<file path="src/rtl/t07_fpu_iter_mul.sv">
// Iterative binary32 multiplier: operands come from the FPU register file, the result goes to its write port.
// Latency: 27 cycles from start to done for normal operands; 2 cycles when a NaN, inf or zero operand takes the shortcut.
// Backpressure: none. freeze_o stalls the core while an operation is in flight, and start_i is ignored unless IDLE.
module t07_fpu_iter_mul #(
  parameter int          MUL_CYCLES = 24,
  parameter logic [31:0] CANON_NAN  = 32'h7FC00000
) (
  input  logic        clk,
  input  logic        rst,
  input  logic        start_i,
  input  logic [31:0] op_a_i,
  input  logic [31:0] op_b_i,
  input  logic [4:0]  rd_i,
  output logic        busy_o,
  output logic        freeze_o,
  output logic        done_o,
  output logic [31:0] result_o,
  output logic [4:0]  rd_o,
  output logic        FPUregWrite_o,
  output logic [3:0]  flags_o
);

  typedef enum logic [2:0] {
    S_IDLE   = 3'd0,
    S_UNPACK = 3'd1,
    S_MUL    = 3'd2,
    S_NORM   = 3'd3,
    S_DONE   = 3'd4
  } state_t;

  localparam logic [4:0] LAST_ITER = 5'(MUL_CYCLES - 1);

  state_t      state;
  logic [31:0] a_r, b_r;
  logic [4:0]  rd_r;
  logic [47:0] mcand;
  logic [23:0] mplier;
  logic [47:0] prod;
  logic [4:0]  cnt;

  // Operand classification; denormals flush to zero so exponent 0 means zero.
  logic [7:0]  ea, eb;
  logic        a_zero, b_zero, a_inf, b_inf, a_nan, b_nan, sign;
  logic [23:0] ma, mb;
  logic        spec_hit, spec_nv;
  logic [31:0] spec_res;

  // Decode captured operands and resolve the special-case shortcut.
  always_comb begin
    ea       = a_r[30:23];
    eb       = b_r[30:23];
    sign     = a_r[31] ^ b_r[31];
    a_zero   = (ea == 8'h00);
    b_zero   = (eb == 8'h00);
    a_nan    = (ea == 8'hFF) && (a_r[22:0] != 23'd0);
    b_nan    = (eb == 8'hFF) && (b_r[22:0] != 23'd0);
    a_inf    = (ea == 8'hFF) && (a_r[22:0] == 23'd0);
    b_inf    = (eb == 8'hFF) && (b_r[22:0] == 23'd0);
    ma       = a_zero ? 24'd0 : {1'b1, a_r[22:0]};
    mb       = b_zero ? 24'd0 : {1'b1, b_r[22:0]};
    spec_hit = 1'b1;
    spec_nv  = 1'b0;
    spec_res = 32'd0;
    if (a_nan || b_nan) begin
      spec_res = CANON_NAN;
      spec_nv  = (a_nan && !a_r[22]) || (b_nan && !b_r[22]);
    end else if ((a_inf && b_zero) || (b_inf && a_zero)) begin
      spec_res = CANON_NAN;
      spec_nv  = 1'b1;
    end else if (a_inf || b_inf) begin
      spec_res = {sign, 8'hFF, 23'd0};
    end else if (a_zero || b_zero) begin
      spec_res = {sign, 31'd0};
    end else begin
      spec_hit = 1'b0;
    end
  end

  // Normalise the 48-bit product, round to nearest even, then clamp to inf or zero.
  logic [9:0]  e_base, e_n, e_fin;
  logic [22:0] m_pre, m_rnd;
  logic        g_bit, s_bit, rnd_up, m_carry, ovf, unf;
  logic [31:0] norm_res;
  logic [3:0]  norm_flags;

  always_comb begin
    e_base = {2'b00, ea} + {2'b00, eb} - 10'd127;
    if (prod[47]) begin
      m_pre = prod[46:24];
      g_bit = prod[23];
      s_bit = |prod[22:0];
      e_n   = e_base + 10'd1;
    end else begin
      m_pre = prod[45:23];
      g_bit = prod[22];
      s_bit = |prod[21:0];
      e_n   = e_base;
    end
    rnd_up             = g_bit & (s_bit | m_pre[0]);
    {m_carry, m_rnd}   = {1'b0, m_pre} + {23'd0, rnd_up};
    e_fin              = e_n + {9'd0, m_carry};
    // e_fin is two's complement; bit 9 set means the exponent went negative.
    ovf = !e_fin[9] && (e_fin >= 10'd255);
    unf = e_fin[9] || (e_fin == 10'd0);
    if (ovf) begin
      norm_res   = {sign, 8'hFF, 23'd0};
      norm_flags = 4'b0101;
    end else if (unf) begin
      norm_res   = {sign, 31'd0};
      norm_flags = 4'b0011;
    end else begin
      norm_res   = {sign, e_fin[7:0], m_rnd};
      norm_flags = {3'b000, g_bit | s_bit};
    end
  end

  // Control FSM with the shift-add datapath and registered result outputs.
  always_ff @(posedge clk) begin
    if (rst) begin
      state    <= S_IDLE;
      a_r      <= 32'd0;
      b_r      <= 32'd0;
      rd_r     <= 5'd0;
      mcand    <= 48'd0;
      mplier   <= 24'd0;
      prod     <= 48'd0;
      cnt      <= 5'd0;
      done_o   <= 1'b0;
      result_o <= 32'd0;
      rd_o     <= 5'd0;
      flags_o  <= 4'd0;
    end else begin
      done_o <= 1'b0;
      case (state)
        S_IDLE: begin
          if (start_i) begin
            a_r   <= op_a_i;
            b_r   <= op_b_i;
            rd_r  <= rd_i;
            state <= S_UNPACK;
          end
        end
        S_UNPACK: begin
          if (spec_hit) begin
            result_o <= spec_res;
            flags_o  <= {spec_nv, 3'b000};
            rd_o     <= rd_r;
            done_o   <= 1'b1;
            state    <= S_DONE;
          end else begin
            mcand  <= {24'd0, ma};
            mplier <= mb;
            prod   <= 48'd0;
            cnt    <= 5'd0;
            state  <= S_MUL;
          end
        end
        S_MUL: begin
          // Multiplier consumed LSB first; multiplicand shifts up to match bit weight.
          prod   <= prod + (mplier[0] ? mcand : 48'd0);
          mcand  <= mcand << 1;
          mplier <= mplier >> 1;
          cnt    <= cnt + 5'd1;
          if (cnt == LAST_ITER) state <= S_NORM;
        end
        S_NORM: begin
          result_o <= norm_res;
          flags_o  <= norm_flags;
          rd_o     <= rd_r;
          done_o   <= 1'b1;
          state    <= S_DONE;
        end
        S_DONE:  state <= S_IDLE;
        default: state <= S_IDLE;
      endcase
    end
  end

  // Freeze drops in DONE so the pipeline advances during the write cycle.
  assign busy_o        = (state != S_IDLE);
  assign freeze_o      = ((state == S_IDLE) && start_i) || (state == S_UNPACK) ||
                         (state == S_MUL) || (state == S_NORM);
  assign FPUregWrite_o = done_o;

endmodule

</file>
<file path="config.mk">
export PLATFORM = sky130hd
export DESIGN_NAME = t07_fpu_iter_mul
export DESIGN_NICKNAME = d
export VERILOG_FILES = /design/src/rtl/t07_fpu_iter_mul.sv
export SDC_FILE = /design/constraint.sdc
export NUM_CORES = 1
export LEC_CHECK = 0
export BUFFER_PORTS_ARGS = -buffer_cell sky130_fd_sc_hd__buf_2
export CORE_UTILIZATION = 41
export DETAILED_ROUTE_END_ITERATION = 8
export PLACE_DENSITY = 0.69
export SYNTH_ARGS = -nofsm -noshare
export SYNTH_HDL_FRONTEND = slang
export SYNTH_SLANG_ARGS = --single-unit
</file>
<file path="constraint.sdc">
create_clock -name clk -period 7.17 [get_ports clk]
set_input_delay 1.434 -clock clk [delete_from_list [all_inputs] [get_ports clk]]
set_output_delay 1.434 -clock clk [all_outputs]
set_load 0.01 [all_outputs]
</file>
Yosys cells after proc, flatten, opt, wreduce, memory -nomap -nowiden
Index checks and enable logic that the tools add are counted.
- bits in registers: 239
- input bits: 72
- word-level logic and storage cells: 114
- add/sub/neg operators: 7
- $lt $le $gt $ge: 1
- eq/ne operators: 10
- multiplexer cells: 41
- bitwise gates (word level): 4
- reductions and logical operators: 39
- operators with widths (kind ; number):
    48-bit one-hot mux with 2 select lines ; 2
    32-bit two-way mux ; 5
    48-bit two-way mux ; 3
    24-bit two-way mux ; 3
    32-bit one-hot mux with 2 select lines ; 1
    31-bit two-way mux ; 2
    48-bit adder ; 1
    24-bit one-hot mux with 2 select lines ; 1
    23-bit logical NOT ; 2
    23-bit nonzero test ; 2
    23-bit by 1-bit adder with 24-bit output ; 1
    23-bit two-way mux ; 1
    23-bit OR reduction ; 1
    22-bit OR reduction ; 1
    5-bit one-hot mux with 2 select lines ; 2
    8-bit equality test, second input constant ; 2
    8-bit logical NOT ; 2
    3-bit two-way mux ; 4
    3-bit one-hot mux with 4 select lines ; 1
    10-bit by 1-bit adder with 10-bit output ; 1
    10-bit by 1-bit adder with 10-bit output, second input constant ; 1
    10-bit by 8-bit greater-or-equal comparator with 1-bit output, second input constant ; 1
    1-bit logical AND ; 10
    10-bit logical NOT ; 1
    23 further kinds ; 51

Longest topological paths before layout
Gate-level depths: netlist of the first run.
- depth after elaboration: 11
- mapped depth: 25

Worst setup path before layout of the first run
Ideal clock, no wire load.
- path kind: register -> register
- from: reg prod[47]
- to: reg result_o[28]
- data arrival time: 4935 ps
- data required time: 7091 ps
- path slack: 2156 ps
- cell stages (with the launch flop): 23
- path buffers: 4
- path through: dfxtp_1 -> buf_4 -> buf_2 -> buf_1 -> mux2_2 -> nor3_1 -> nor2_1 -> ha_1 -> nand2_1 -> nor4_1 -> and4_1 -> nand3_1 -> nor4_1 -> ha_1 -> nand3_1 -> o22ai_2 -> maj3_1 -> and2_0 -> buf_2 -> or4b_4 -> a31o_1 -> or3_1 -> a211oi_2
- cells in the longest elaborated chain, start to end: 10
- elaborated cells on any way between the ends: 16
- ends and longest elaborated chain (item ; line ; RTL):
    start, declared ; 38 ; logic [47:0] prod;
    start signal, assigned ; 160 ; prod <= prod + (mplier[0] ? mcand : 48'd0);
    1-bit two-way mux / 23-bit two-way mux (equally long branches) ; 88 ; if (prod[47]) begin
    1-bit OR ; 99 ; rnd_up = g_bit & (s_bit | m_pre[0]);
    1-bit AND ; 99 ;
    23-bit by 1-bit adder with 24-bit output ; 100 ; {m_carry, m_rnd} = {1'b0, m_pre} + {23'd0, rnd_up};
    10-bit by 1-bit adder with 10-bit output * ; 101 ; e_fin = e_n + {9'd0, m_carry};
    parallel branches: the longest is 3 deep, another holds 10-bit by 8-bit greater-or-equal comparator with 1-bit output ; - ;
    31-bit two-way mux * ; 105 ; if (ovf) begin
    32-bit one-hot mux with 2 select lines * ; 134 ; case (state)
    end signal, assigned ; 145 ; result_o <= spec_res;
    end signal, assigned ; 167 ; result_o <= norm_res;
    end, declared ; 17 ; output logic [31:0] result_o,
Every way passes the cells marked *.
A chain may end at the register's enable or synchronous reset.

Worst setup path in the final report of the first run
- from: reg prod[47]
- to: reg result_o[4]
- cells in the longest elaborated chain, start to end: 10
- elaborated cells on any way between the ends: 16
- ends and longest elaborated chain (item ; line):
    parallel branches: the longest is 8 deep, another holds 23-bit by 1-bit adder with 24-bit output ; -
    31-bit two-way mux * ; 105
    32-bit one-hot mux with 2 select lines * ; 134
Marks and branches as above.

==> impl_metrics.json, run 1 <==
{
  "gp_congestion": 0.922,
  "required_ns": 7.65,
  "path_buf_inv": 1,
  "die_x_um": 183,
  "crit_arrival_ns": 6.30,
  "syn_avg_cell_area_um2": 7.86,
  "cts_tree": "done",
  "pin_count": 117,
  "crit_path_top_delay_cell": "nor4_1",
  "clkTransAtPathRegs_ns": 0.06,
  "area_growth_pct": 12.8,
  "setup_viol": 0,
  "min_period_ns": 5.82,
  "synth_seq_cells": 239,
  "tightest_slew_ns": 1.11,
  "cts-root-buf": "clkbuf_16",
  "clockBufferDepth": 3,
  "core-area_mm2": 0.0319,
  "nets": 1909,
  "vias": 12500,
  "synth_area_leaders": "dfxtp_1 36%, nand2_1 9.2%, a21oi_1 8.0%, ha_1 6.3%, a22oi_1 3.1%",
  "p_leak_nw": 6.07,
  "powerDensity_mw_per_mm2": 210,
  "grt_usage": 0.211,
  "numPortBuffers": 116,
  "critPathKind": "flip-flop to flip-flop",
  "start_kind": "flip-flop",
  "final_antenna_net_count": 0,
  "period_share": 0.811,
  "post-synth-top-area-fraction": 0.356,
  "final_util": 0.476,
  "synthArstFlopShare": 0,
  "critical_path.cell_chain": "buf_4 -> mux2i_1 -> nor4_1 -> and4_1 -> nand3_1 -> nor4_1 -> ha_1 -> nand3_1 -> o22ai_2 -> maj3_1 -> and2_0 -> or4b_4 -> nand3_2 -> nor3b_2 -> nor2b_4 -> a32o_1",
  "dp_hpwl_um": 25200,
  "syn_area_mm2": 0.0135,
  "routed_via_density": 5.63,
  "die_y_um": 183,
  "drtPass1Iterations": 8,
  "synth_edf_count": 0,
  "synth_flop_cell": "dfxtp_1",
  "drtIter0Drc": 1063,
  "cts_made_buffers": 27,
  "peakVddDrop_uv": 194,
  "wl_per_cell_um": 16.1,
  "finClkSkew_ns": 0.0125,
  "fmax_mhz": 172,
  "path_max_fanout": 54,
  "hold_viol": 0,
  "endpoint_kind": "flip-flop",
  "start_util": 0.422,
  "clock-sinks": 239,
  "globalRouteOverflowTotal": 0,
  "rsz0062_at_grt": "false",
  "seq_area_frac_synth": 0.356,
  "critPathTopFamily": "simple AND/OR/NAND/NOR gates",
  "synth_warnings": 0,
  "syn-num-nets": 1854,
  "yosys.area.top_type": "dfxtp_1",
  "clkLatencyLatePin_ns": 0.55,
  "htree_levels": 1,
  "slew_viol_final": 0,
  "grt_start_max_net_pins": 118,
  "power_mw": 3.19,
  "grt_antenna_before_repair": 2,
  "dieArea_mm2": 0.0335,
  "maxCapViolCount": 0,
  "drc": 0,
  "drive_above_1_share": 0.111,
  "outcome": "finished clean",
  "max_slew_margin": 0.261,
  "tns_ns": 0,
  "syn_inst": 1712,
  "routed_wl_um": 35800,
  "grt_pass1_vias": 11400,
  "std_cell_rows": 65,
  "cts_hold_buffers": 0,
  "yosys.cell_types.count": 78,
  "slowest_delay_ns": 0.64,
  "hold_path_class": "flip-flop to flip-flop",
  "cts-resized-gates": 0,
  "grt_pass1_wl_um": 58700,
  "cts_setup_buffers": 0
}
[registers in the layout, summed over array words and instances, names as in the netlist]
signal and flops:
FPUregWrite_o 1, result_o 32, b_r 32, mplier 24
a_r 32, prod 48, state 3, rd_r 5
mcand 48, rd_o 5, flags_o 4, cnt 5
[through the flow]
step,setup slack [ns],hold slack (ns),instances,cell area (um2)
final,1.35,0.452,2223,15200
after floorplan,2.16,0.432,1712,13500
after detailed placement,1.42,0.444,2173,14300
after CTS,1.37,0.454,2221,15200
after global routing,0.852,0.469,2222,15200
after global placement,1.56,0.439,2173,14300
[metal layers]
metal / part of all wire / GRT usage / vias to the layer above
li1: - / - / 6299
met1: 0.47 / 0.292 / 5871
met2: 0.46 / 0.344 / 302
met3: 0.047 / 0.0280 / 51
met4: 0.024 / 0.0580 / 0
met5: 0 / 0 / -
[cells in the final DEF, fill, tap and decap left out, drive strengths merged, types with 8 or more instances in the layout]
cell    Yosys  routed
nand3      66      66
and3       11      11
a22o       24      24
nand2     330     330
buf        17     128
o21ai      59      59
xnor2      40      40
nor2b       9       9
nor2       91      91
inv        21      22
a21oi     216     216
nor3b       9       9
ha         68      68
a211oi     30      30
a311oi     14      14
a31oi      12      12
nor3       18      18
nand2b     10      10
nand4      17      17
nor4       25      25
or3         9       9
a21o       43      43
a22oi      57      57
o21a        8       8
dfxtp     239     239
o21bai     11      11
xor2       22      22
and2       57      57
clkbuf     85      39
mux2i      12      12
[synth_stat cells, types with 8 or more instances]
cell type	count
nand4_1	17
and2_1	54
mux2i_1	12
a21o_1	43
nor2b_1	8
buf_1	9
nand2b_1	10
a22oi_1	56
inv_1	21
a31oi_1	12
ha_1	68
nor3b_1	8
a211oi_1	27
clkbuf_1	84
o21bai_1	11
nor4_1	25
a21oi_1	216
o21a_1	8
and3_1	11
nor2_1	90
xnor2_1	40
or3_1	9
nand3_1	65
xor2_1	22
a311oi_1	14
a22o_1	24
nor3_1	18
o21ai_0	58
dfxtp_1	239
nand2_1	330
[kinds of logic after synthesis]
group           synth area share
compound gates             0.253
fa+ha+maj                 0.0670
buf+inv                   0.0371
xor+xnor                  0.0421
mux                       0.0106
simple gates               0.234
flops                      0.356
[final timing paths]
kind	startpoint	endpoint	slack, ns	cells after the start
worst min-delay path	rd_o[0]	rd_o[0]	0.45	2
worst max-delay path	prod[47]	result_o[4]	1.35	16
worst max register to register	prod[47]	result_o[4]	1.35	16
worst min register to register	rd_o[0]	rd_o[0]	0.45	2
[power breakdown]
part           internal [mW]  switching (mW)  total (mW)
registers               1.38          0.0420        1.42
clock network          0.828           0.558        1.39
logic                  0.123           0.259       0.382
total                   2.33           0.859        3.19
[cell type report]
cell class	count	area, um2
well taps	435	544
clock buffers	39	781
repair buffers	128	677
flip-flops and latches	239	4790
fillers	3178	16700
multi-input cells	1350	8190
inverters	21	78.8
clock inverters	9	116
diodes	2	5.00
[tightest hold or removal path, cell delays in order (launching register included)]
cell     delay [ns]
dfxtp_1        0.31
nand2_1        0.05
a21oi_1        0.05
No activity file was read; power rests on OpenSTA's default activity.
==> run 2: changes to the inputs <==
==> constraint.sdc (replaced) <==
create_clock -name clk -period 5.6 [get_ports clk]
set_input_delay 1.12 -clock clk [delete_from_list [all_inputs] [get_ports clk]]
set_output_delay 1.12 -clock clk [all_outputs]
set_load 0.01 [all_outputs]
==> impl_metrics.json, run 2 (synthesis results as in run 1) <==
{
  "period_share": 0.942,
  "area_growth_pct": 13.4,
  "clkTransAtPathRegs_ns": 0.06,
  "wl_per_cell_um": 16.3,
  "maxCapViolCount": 0,
  "rsz0062_at_grt": "false",
  "drtPass1Iterations": 6,
  "peakVddDrop_uv": 221,
  "setup_viol": 0,
  "outcome": "finished clean",
  "reg_top3": "mcand x48, prod x48",
  "layout_common_cells": "330 x nand2_1, 238 x dfxtp_1, 216 x a21oi_1",
  "routed_via_density": 5.64,
  "hold_path_class": "flip-flop to flip-flop",
  "critical_path.cell_chain": "nor4_1 -> nand4_1 -> nor3_1 -> nor2_1 -> ha_1 -> nand2_1 -> nor4_2 -> and4_1 -> nand3_1 -> nor4_1 -> ha_1 -> nand3_1 -> o22ai_2 -> maj3_1 -> and2_0 -> or4b_4 -> nand3_2 -> nor3b_4 -> buf_12 -> nor2b_4 -> buf_12 -> a32o_1",
  "drtIter0Drc": 898,
  "multi_input_area_mm2": 0.00823,
  "powerDensity_mw_per_mm2": 267,
  "numPortBuffers": 116,
  "tightest_slew_ns": 1.09,
  "hold_viol": 0,
  "finClkSkew_ns": 0.0106,
  "grt_pass1_vias": 11600,
  "crit_path_top_delay_cell": "or4b_4",
  "grt_start_max_net_pins": 108,
  "cts_tree": "done",
  "required_ns": 6.09,
  "layout_commonest_cell": "nand2_1",
  "clockBufferDepth": 3,
  "tns_ns": 0,
  "fillers": 3141,
  "crit_arrival_ns": 5.76,
  "slowest_delay_ns": 0.52,
  "path_max_fanout": 11,
  "htree_levels": 1,
  "drc": 0,
  "path_buf_inv": 2,
  "start_kind": "flip-flop",
  "endpoint_kind": "flip-flop",
  "cts-root-buf": "clkbuf_16",
  "drive_above_1_share": 0.115,
  "clkLatencyLatePin_ns": 0.55,
  "final_util": 0.478,
  "critPathKind": "flip-flop to flip-flop",
  "dp_hpwl_um": 25300,
  "final_antenna_net_count": 0,
  "globalRouteOverflowTotal": 0,
  "clock-sinks": 239,
  "core-area_mm2": 0.0319,
  "die_x_um": 183,
  "register_area_mm2": 0.00479,
  "die_y_um": 183,
  "cts_made_buffers": 26,
  "std_cell_rows": 65,
  "dieArea_mm2": 0.0335,
  "gp_congestion": 0.915,
  "cts_hold_buffers": 0,
  "vias": 12600,
  "p_leak_nw": 6.09,
  "critPathTopFamily": "simple AND/OR/NAND/NOR gates",
  "grt_antenna_before_repair": 1,
  "pin_count": 117,
  "nets": 1914,
  "slew_viol_final": 0,
  "min_period_ns": 5.28,
  "routed_wl_um": 36400,
  "max_slew_margin": 0.273,
  "start_util": 0.422,
  "fmax_mhz": 190,
  "grt_usage": 0.211,
  "grt_pass1_wl_um": 58900
}
[run 2: tightest hold or removal path, cell delays in order, from the launching register on]
cell     delay (ns)
dfxtp_1        0.31
nand2_1        0.05
a21oi_1        0.05
[run 2: per-stage QoR]
| stage | setup WS [ns] | instance area, um2 | hold WS (ns) | std cells | power, mW |
|---|---|---|---|---|---|
| detailed placement | 0.0774 | 14300 | 0.446 | 2175 | 2.34 |
| CTS | 0.0369 | 15200 | 0.453 | 2223 | 4.10 |
| global route | 0.0301 | 15300 | 0.468 | 2227 | 4.25 |
| floorplan | 0.586 | 13500 | 0.432 | 1712 | 2.18 |
| global placement | 0.212 | 14300 | 0.438 | 2175 | 2.33 |
| finish | 0.325 | 15300 | 0.448 | 2228 | 4.08 |
[run 2: final cells by class]
class | instances | area share
Timing Repair Buffer | 132 | 0.0480
Multi-Input combinational cell | 1352 | 0.539
Sequential cell | 239 | 0.314
Antenna cell | 1 | 0.000164
Clock inverter | 14 | 0.0118
Tap cell | 435 | 0.0357
Clock buffer | 34 | 0.0459
Inverter | 21 | 0.00517
[run 2: worst paths after layout]
check	cells past startpoint	slack (ns)	start	to
setup reg to reg	22	0.32	prod[1]	result_o[4]
setup / recovery	22	0.32	prod[1]	result_o[4]
hold / removal	2	0.45	rd_r[4]	rd_o[4]
hold reg to reg	2	0.45	rd_r[4]	rd_o[4]
[run 2: per-layer routing]
layer	part of all wire	wire, um	track usage
met2	0.46	16700	0.348
met4	0.019	706	0.0497
met5	0	0	0
met3	0.046	1680	0.0294
met1	0.48	17300	0.290
[run 2: timing repair]
item | in CTS | in global routing
endpoints found under the setup margin | 0 | 23
setup buffers | 0 | 2
resized for setup | 0 | 4
[run 2: power breakdown]
part           leakage (nW)  total, mW  internal, mW  switching, mW
logic                  3.72      0.496         0.160          0.336
clock network         0.431       1.77          1.03          0.737
registers              1.94       1.81          1.76         0.0535
